==> src/rtl/digit_scan_mux.sv <==
// -----------------------------------------------------------------------------
// digit_scan_mux
//
// Time-multiplexed scanner for a multi-digit seven-segment display. A
// prescaler divides the clock into digit slots of REFRESH_DIV cycles. In each
// slot one digit is presented, with a one-cold anode enable. The first
// BLANK_CYCLES of every slot keep all anodes off, which prevents ghosting
// while the segment lines settle. A frame is one pass over all digits. Digits
// flagged in blink_mask are suppressed during alternate groups of
// BLINK_FRAMES frames.
//
// Ports:
//   clk          system clock, rising edge
//   rst          asynchronous reset, active high
//   en           scan enable; when low the scan position holds and the anodes
//                are off
//   digits_in    packed digit values, digit i at [i*DIGIT_W +: DIGIT_W]
//   blink_mask   1 = digit i blinks
//   dp_mask      1 = decimal point lit on digit i
//   digit_out    registered value of the selected digit
//   an_n         registered anode enables, active low, at most one low
//   dp_n         registered decimal point, active low
//   sel          index of the current digit slot
//   frame_start  one-cycle pulse after the edge on which sel wraps to 0
// -----------------------------------------------------------------------------
module digit_scan_mux #(
    parameter int NUM_DIGITS   = 4,
    parameter int DIGIT_W      = 4,
    parameter int REFRESH_DIV  = 100000,
    parameter int BLANK_CYCLES = 2000,
    parameter int BLINK_FRAMES = 64,
    localparam int SEL_W       = (NUM_DIGITS > 1) ? $clog2(NUM_DIGITS) : 1
) (
    input  logic                          clk,
    input  logic                          rst,
    input  logic                          en,
    input  logic [NUM_DIGITS*DIGIT_W-1:0] digits_in,
    input  logic [NUM_DIGITS-1:0]         blink_mask,
    input  logic [NUM_DIGITS-1:0]         dp_mask,
    output logic [DIGIT_W-1:0]            digit_out,
    output logic [NUM_DIGITS-1:0]         an_n,
    output logic                          dp_n,
    output logic [SEL_W-1:0]              sel,
    output logic                          frame_start
);

    localparam int PC_W = $clog2(REFRESH_DIV);
    localparam int BC_W = (BLINK_FRAMES > 1) ? $clog2(BLINK_FRAMES) : 1;

    localparam logic [PC_W-1:0]  PC_LAST  = PC_W'(REFRESH_DIV - 1);
    localparam logic [PC_W-1:0]  PC_BLANK = PC_W'(BLANK_CYCLES);
    localparam logic [SEL_W-1:0] SEL_LAST = SEL_W'(NUM_DIGITS - 1);
    localparam logic [BC_W-1:0]  BC_LAST  = BC_W'(BLINK_FRAMES - 1);

    logic [PC_W-1:0]       pc;
    logic [BC_W-1:0]       blink_cnt;
    logic                  blink_phase;

    logic                  slot_end;
    logic                  frame_end;
    logic                  active;
    logic [DIGIT_W-1:0]    digit_sel;
    logic [NUM_DIGITS-1:0] an_next;

    assign slot_end  = (pc == PC_LAST);
    assign frame_end = slot_end && (sel == SEL_LAST);

    // Scan position and blink state advance only while enabled.
    // NOTE: all sequential state uses non-blocking assignments so every flop
    // samples the pre-edge values of its neighbours, independent of block order.
    always_ff @(posedge clk or posedge rst) begin
        if (rst) begin
            pc          <= '0;
            sel         <= '0;
            blink_cnt   <= '0;
            blink_phase <= 1'b0;
        end else if (en) begin
            if (slot_end) begin
                pc <= '0;
                if (sel == SEL_LAST) begin
                    sel <= '0;
                    // Frame boundary: count it, toggle the phase on the last one.
                    if (blink_cnt == BC_LAST) begin
                        blink_cnt   <= '0;
                        blink_phase <= ~blink_phase;
                    end else begin
                        blink_cnt <= blink_cnt + 1'b1;
                    end
                end else begin
                    sel <= sel + 1'b1;
                end
            end else begin
                pc <= pc + 1'b1;
            end
        end
    end

    // Output values for the current slot position.
    // NOTE: every variable written here gets a default first, so no path
    // leaves one unassigned and no latch is inferred.
    always_comb begin
        digit_sel = '0;
        for (int i = 0; i < NUM_DIGITS; i++) begin
            if (sel == SEL_W'(i)) begin
                digit_sel = digits_in[i*DIGIT_W +: DIGIT_W];
            end
        end

        active = en && (pc >= PC_BLANK) && !(blink_phase && blink_mask[sel]);

        an_next = '1;
        if (active) begin
            an_next[sel] = 1'b0;
        end
    end

    // Display outputs are registered every cycle, whether or not the scan is
    // enabled, so disabling blanks the anodes one cycle later.
    always_ff @(posedge clk or posedge rst) begin
        if (rst) begin
            digit_out   <= '0;
            an_n        <= '1;
            dp_n        <= 1'b1;
            frame_start <= 1'b0;
        end else begin
            digit_out   <= digit_sel;
            an_n        <= an_next;
            dp_n        <= !(active && dp_mask[sel]);
            frame_start <= en && frame_end;
        end
    end

endmodule

==> config.mk <==
export PLATFORM = sky130hd
export DESIGN_NAME = digit_scan_mux
export DESIGN_NICKNAME = d
export VERILOG_FILES = /design/src/rtl/digit_scan_mux.sv
export SDC_FILE = /design/constraint.sdc
export NUM_CORES = 1
export LEC_CHECK = 0
export ABC_AREA = 0
export CAP_MARGIN = 5
export CORE_AREA = 2 2 64 66
export DETAILED_ROUTE_END_ITERATION = 10
export DIE_AREA = 0 0 66 68
export PLACE_DENSITY = 0.77
export RECOVER_POWER = 25
export SYNTH_ARGS = -nofsm -noshare
export SYNTH_HDL_FRONTEND = slang
export SYNTH_SLANG_ARGS = --single-unit
==> constraint.sdc <==
create_clock -name clk -period 2.35 [get_ports clk]
set_clock_uncertainty 0.1 [all_clocks]
set_input_delay 0.47 -clock clk [delete_from_list [all_inputs] [get_ports clk]]
set_output_delay 0.47 -clock clk [all_outputs]
set_load 0.01 [all_outputs]
# Yosys cells after proc, flatten, opt, wreduce, memory -nomap -nowiden
# Cells that the tools add are included.
[totals]
register_bits = 36
wordCells = 48
[classes]
addsub = 3
magnitude_cmp = 3
n_eq_ne = 5
mux = 14
bitwise_logic = 2
n_reduce_logical = 13
[ops]
columns = ["cell", "count"]
rows = [
  ["2-to-1 mux 4 bit", 5],
  ["adder 17 x 1 -> 17 bit (second input constant)", 1],
  ["equality test 17 bit (second input constant)", 1],
  ["greater-or-equal comparator 17 x 11 -> 1 bit (second input constant)", 1],
  ["2-to-1 mux 17 bit", 1],
  ["logical AND 1 bit", 7],
  ["adder 6 x 1 -> 6 bit (second input constant)", 1],
  ["equality test 6 bit (second input constant)", 1],
  ["2-to-1 mux 6 bit", 1],
  ["binary-select mux 1 bit (select 2 bit)", 2],
  ["equality test 2 bit (second input constant)", 2],
  ["inverter 4 bit", 1],
  ["AND reduction 4 bit", 1],
  ["< comparator 2 x 3 -> 1 bit (second input constant)", 1],
  ["2-to-1 mux 1 bit", 3],
  ["AND reduction 3 bit", 1],
  ["adder 2 x 1 -> 2 bit (second input constant)", 1],
  ["demux 1 bit (select 2 bit)", 1],
  ["equality test 2 x 1 -> 1 bit (second input constant)", 1],
  ["greater-or-equal comparator 2 x 1 -> 1 bit (second input constant)", 1],
  ["logical NOT 1 bit", 2],
  ["logical NOT 2 bit", 1],
  ["2-to-1 mux 2 bit", 1],
  ["AND reduction 2 bit", 1],
  ["inverter 1 bit", 1],
]

# Depth between registers and ports, before layout
[depth]
ltp_word = 7
depth_mapped = 6
ltp_nobuf = 6

# Least setup slack after synthesis
# No wires, ideal clock.
[synth_timing]
kind = "register to register"
start = "register pc[6]"
end = "register sel[0]"
setup_ns = 0.125
t_arrival_ns = 1.689
required_ns = 2.125
slack_ns = 0.436
path_stages_with_launch = 5
n_path_buf = 0
cell_sequence = "dfrtp_1 -> or2_1 -> or3_4 -> nor3_4 -> mux2_4"
[synth_via]
elab_chain_len = 2
[synth_lines]
columns = ["item", "line_no", "rtl"]
rows = [
  ["start, declared", "55", "logic [PC_W-1:0] pc;"],
  ["start signal, assigned", "93", "pc <= pc + 1'b1;"],
  ["equality test 17 bit", "65", "assign slot_end = (pc == PC_LAST);"],
  ["AND reduction 2 bit (no source line)", "--", ""],
  ["end signal, assigned", "90", "sel <= sel + 1'b1;"],
  ["end, declared", "43", "output logic [SEL_W-1:0] sel,"],
]
# No other way between the ends.
# A chain may end at the register's enable or synchronous reset.

# Worst setup path after layout
[layout_timing]
start = "register sel[0]"
end = "output port sel[0]"
# No word-level cell between the ends.

==> results by stage <==
STA:
- The transition at the pin with the smallest max-transition slack is 0.8671 ns.
- In this run the tightest slew margin relative to its limit is 42.19%.
- The final critical path time including I/O delays and setup is 1.990 ns.
- The number of max-slew violations in the final report is 0.
- The setup violation total in the final timing report is 0.
- The setup slack of the critical path after layout is 0.3596 ns.
- Hold timing on the final database bottoms out at a slack of 0.3783 ns.
- The final setup TNS is 0 ns.
- The final number of hold-violating endpoints is 0.
- After layout, the worst path uses 84.70% of the clock period.
- Setup repair after global routing left no endpoint under its margin.
- Timing would allow up to 0.5024 GHz.

Worst setup path:
- Traced cell by cell, the critical path runs through clkdlybuf4s50_1.
- For this run, the slowest stage of the critical path takes 0.61 ns.
- The origin of the critical flop-to-flop path is pc[6].
- The most critical setup path has its startpoint at sel[0].
- For the worst setup path, the data arrival time is 1.42 ns.
- Counting both buffers and inverters, the worst setup path holds a total of 1.
- For the worst setup path, the data required time is 1.78 ns.
- The critical-path maximum fanout is 8.
- STA classifies the critical path endpoint as a primary output.
- Grouping stages by cell kind, the critical path spends the most delay in buffers and inverters.
- The startpoint-to-endpoint class of the critical path is flop to primary output.
- The worst-path cell with the longest stage delay is sky130_fd_sc_hd__clkdlybuf4s50_1.
- The launching element type of the critical path is a flop.

Global routing:
- The largest net degree at the start of global routing is 37.
- The first-pass GRT wire length is 6.320 mm.
- Summed over all layers, the global routing overflow is 0.
- The number of global-route vias before repair is 1,360.
- The combined global-route utilization of all metal layers is 18.60%.
- The initial antenna violation count is 0.

Place:
- The worst slack after detailed placement is 0.1380 ns.
- Once detailed placement completed, the half-perimeter wirelength came to 2.845 mm.
- The number of placed instances, taps included, is 266.
- The congestion estimate from routability-driven global placement came to 0.8750.
- The count of buffers from port buffering is 38.

Synthesis:
- In the synthesized netlist the dominant register cell turns out to be sky130_fd_sc_hd__dfrtp_1.
- Of the post-synthesis cell area, the dominant cell type holds 41.89%.
- The summed instance area of the synthesized netlist is 0.001852 mm^2.
- The number of flops mapped to enable cells by yosys is 0.
- The number of synthesized register bits is 36.
- The arithmetic-cell share of the synthesized area counting full adders, half adders and majority gates is 4.730%.
- By area the synthesized netlist is led by sky130_fd_sc_hd__dfrtp_1, sky130_fd_sc_hd__dfstp_2, sky130_fd_sc_hd__ha_1.
- A synthesized cell averages 10.77 um^2.
- The synthesized instance count is 172.
- The count of unique library cells instantiated by Yosys is 38.
- The synthesized netlist devotes 7.095% of its cell area to XOR and XNOR gates.
- The compound-gate portion of the synthesized area is 8.716%.
- The multiplexer area fraction after synthesis is 5.270%.
- The async set or reset register ratio after synthesis is 100.0%.
- The dominant combinational cell family by area after synthesis is simple AND/OR/NAND/NOR gates.
- The number of nets handed over by synthesis was 206.
- Summing the sequential cell areas from Yosys gives 48.99% of the chip area.
- The Yosys warning count is 0.
- The biggest area contributor in the post-synthesis netlist is sky130_fd_sc_hd__dfrtp_1.
- The synthesized netlist devotes 23.04% of its cell area to simple gates.

Routing:
- Dividing the detail-routed via count by the number of cells gives 5.172.
- After detailed routing, the total wire length is 3.728 mm.
- After detailed routing, the number of remaining DRC violations is 0.
- The number of vias in the routed layout is 1,417.
- Once detail routing completed, the nets flagged for antenna violations numbered 0.
- The first detailed-routing pass took 4 iterations.
- The violation count after the first detailed-route iteration is 79.
- The wire length per cell is 13.61 um.

Run:
- The max capacitance violation total is 0.

CTS:
- In this run the deepest clock path goes through 2 buffers.
- The CTS tree is built.
- The TritonCTS sink count is 36.
- The number of H-tree branching levels is 2.
- After clock tree synthesis, the clock-pin slew on the worst setup and hold paths is 0.07 ns.
- The tree is rooted in a sky130_fd_sc_hd__clkbuf_8.
- The post-CTS setup buffer count is 0.
- The post-CTS resize count is 0.
- The later pin in the worst-skew pair is clocked with a latency of 0.28 ns.
- In this run, post-CTS hold repair placed 0 buffers.
- The number of buffers inserted during clock tree synthesis is 5.

Power:
- In this run the static leakage power is 1.073 nW.
- IR analysis of the VDD net gives a maximum drop of 0.5920 mV.
- Summed over all nets, the switching power comes to 343.2 uW.
- The power share of the combinational group is 14.8%.
- The part of the power in the clock network is 31.8%.
- The total power divided by cell area is 559.2 mW/mm^2.
- The internal power of the cells totals 1.021 mW.
- The fraction of power spent switching nets is 25.15%.
- The sequential share of power is 53.4%.

Floorplan:
- The height of the die is 68 um.
- The full die area is 0.004488 mm^2.
- The initial utilization of the core area, before any placement, comes to 48.02%.
- The number of top-level design ports is 39.
- The die is 66 um wide.
- After floorplanning, the core was divided into 23 placement rows.
- The core region is 0.003856 mm^2.

Finish:
- Leaving out fill and tap cells, the most frequent cells in the layout are sky130_fd_sc_hd__clkdlybuf4s50_1, sky130_fd_sc_hd__dfrtp_1, sky130_fd_sc_hd__nand2_1.
- 0 antenna diodes ended up in the layout.
- The number of nets at the end of the flow is 257.
- In the final layout, the share of cells above drive strength 1 is 14.73%.
- The layout-stage area growth over the synthesis result is 31.76%.
- The most common library cell in the layout ignoring fill and taps is sky130_fd_sc_hd__clkdlybuf4s50_1.
- The filler-free cell count of the finished design is 274.

Hold path:
- The start point of the worst hold path is blink_phase.
- The min-delay analysis places its worst path in the category flop to flop.

Run status:
- The flow ran to the end, and the final reports show no timing, DRC or antenna violations.
==> layer usage <==
metal,vias to the layer above,track usage (%),wire length [um]
met4,0,5.357,26
li1,710,-,-
met2,32,29.67,1860
met1,673,25.64,1679
met5,-,0,0
met3,2,4.276,161
==> synthesized netlist by cell type, types with 2 or more instances <==
cell,number
sky130_fd_sc_hd__a21oi_1,5
sky130_fd_sc_hd__a221oi_1,3
sky130_fd_sc_hd__a22o_1,2
sky130_fd_sc_hd__and3_1,7
sky130_fd_sc_hd__and4_1,2
sky130_fd_sc_hd__buf_2,2
sky130_fd_sc_hd__clkbuf_1,2
sky130_fd_sc_hd__dfrtp_1,31
sky130_fd_sc_hd__dfstp_2,5
sky130_fd_sc_hd__ha_1,7
sky130_fd_sc_hd__inv_1,6
sky130_fd_sc_hd__mux2_2,2
sky130_fd_sc_hd__mux2_4,2
sky130_fd_sc_hd__mux4_2,2
sky130_fd_sc_hd__nand2_1,21
sky130_fd_sc_hd__nand3_1,7
sky130_fd_sc_hd__nand4_1,7
sky130_fd_sc_hd__nor2_1,11
sky130_fd_sc_hd__nor2b_1,7
sky130_fd_sc_hd__nor3_4,2
sky130_fd_sc_hd__o211ai_1,2
sky130_fd_sc_hd__o21ai_0,5
sky130_fd_sc_hd__o31ai_1,3
sky130_fd_sc_hd__or3_1,2
sky130_fd_sc_hd__xnor2_1,8
sky130_fd_sc_hd__xor2_1,7
==> state kept, by name, summed over array words and instances (netlist names) <==
register     count
dp_n             1
blink_cnt        6
digit_out        4
an_n             4
pc              17
blink_phase      1
sel              2
frame_start      1
==> power groups by stage <==
stage | clock network [mW] | logic [mW] | registers [mW]
floorplan | 0 | 0.119 | 0.723
global placement | 0 | 0.198 | 0.736
detailed placement | 0 | 0.205 | 0.737
CTS | 0.450 | 0.204 | 0.728
global route | 0.477 | 0.227 | 0.736
finish | 0.434 | 0.201 | 0.729
==> cell families after synthesis <==
group | after synthesis
compound gates | 23
xor+xnor | 15
fa+ha+maj | 7
buf+inv | 10
flops | 36
mux | 6
simple gates | 75
==> worst paths after layout <==
path	to	cells past startpoint	slack [ns]
setup reg to reg	blink_cnt[0]	4	0.37
hold reg to reg	blink_phase	1	0.38
max in group asynchronous	pc[5]	3	0.82
setup / recovery	sel[0]	1	0.36
min in group asynchronous	blink_cnt[4]	3	0.79
hold / removal	blink_phase	1	0.38
==> stage by stage <==
| stage | area (um^2) | utilization [%] | power [mW] |
|---|---|---|---|
| 4_1_cts | 2442 | 63.34 | 1.382 |
| 5_1_grt | 2440 | 63.27 | 1.440 |
| 3_5_place_dp | 2352 | 61.00 | 0.9419 |
| 6_report | 2440 | 63.27 | 1.364 |
| 3_3_place_gp | 2352 | 61.00 | 0.9337 |
| 2_1_floorplan | 1852 | - | 0.8426 |
==> final cells by class <==
type | instances | area [um^2]
fill | 318 | 1416
sequential | 36 | 907.1
multi-input combinational | 126 | 904.6
timing repair buffer | 48 | 452.9
clock buffer | 8 | 90.09
tap | 50 | 62.56
inverter | 6 | 22.52
Power figures use the tool's default switching activity.
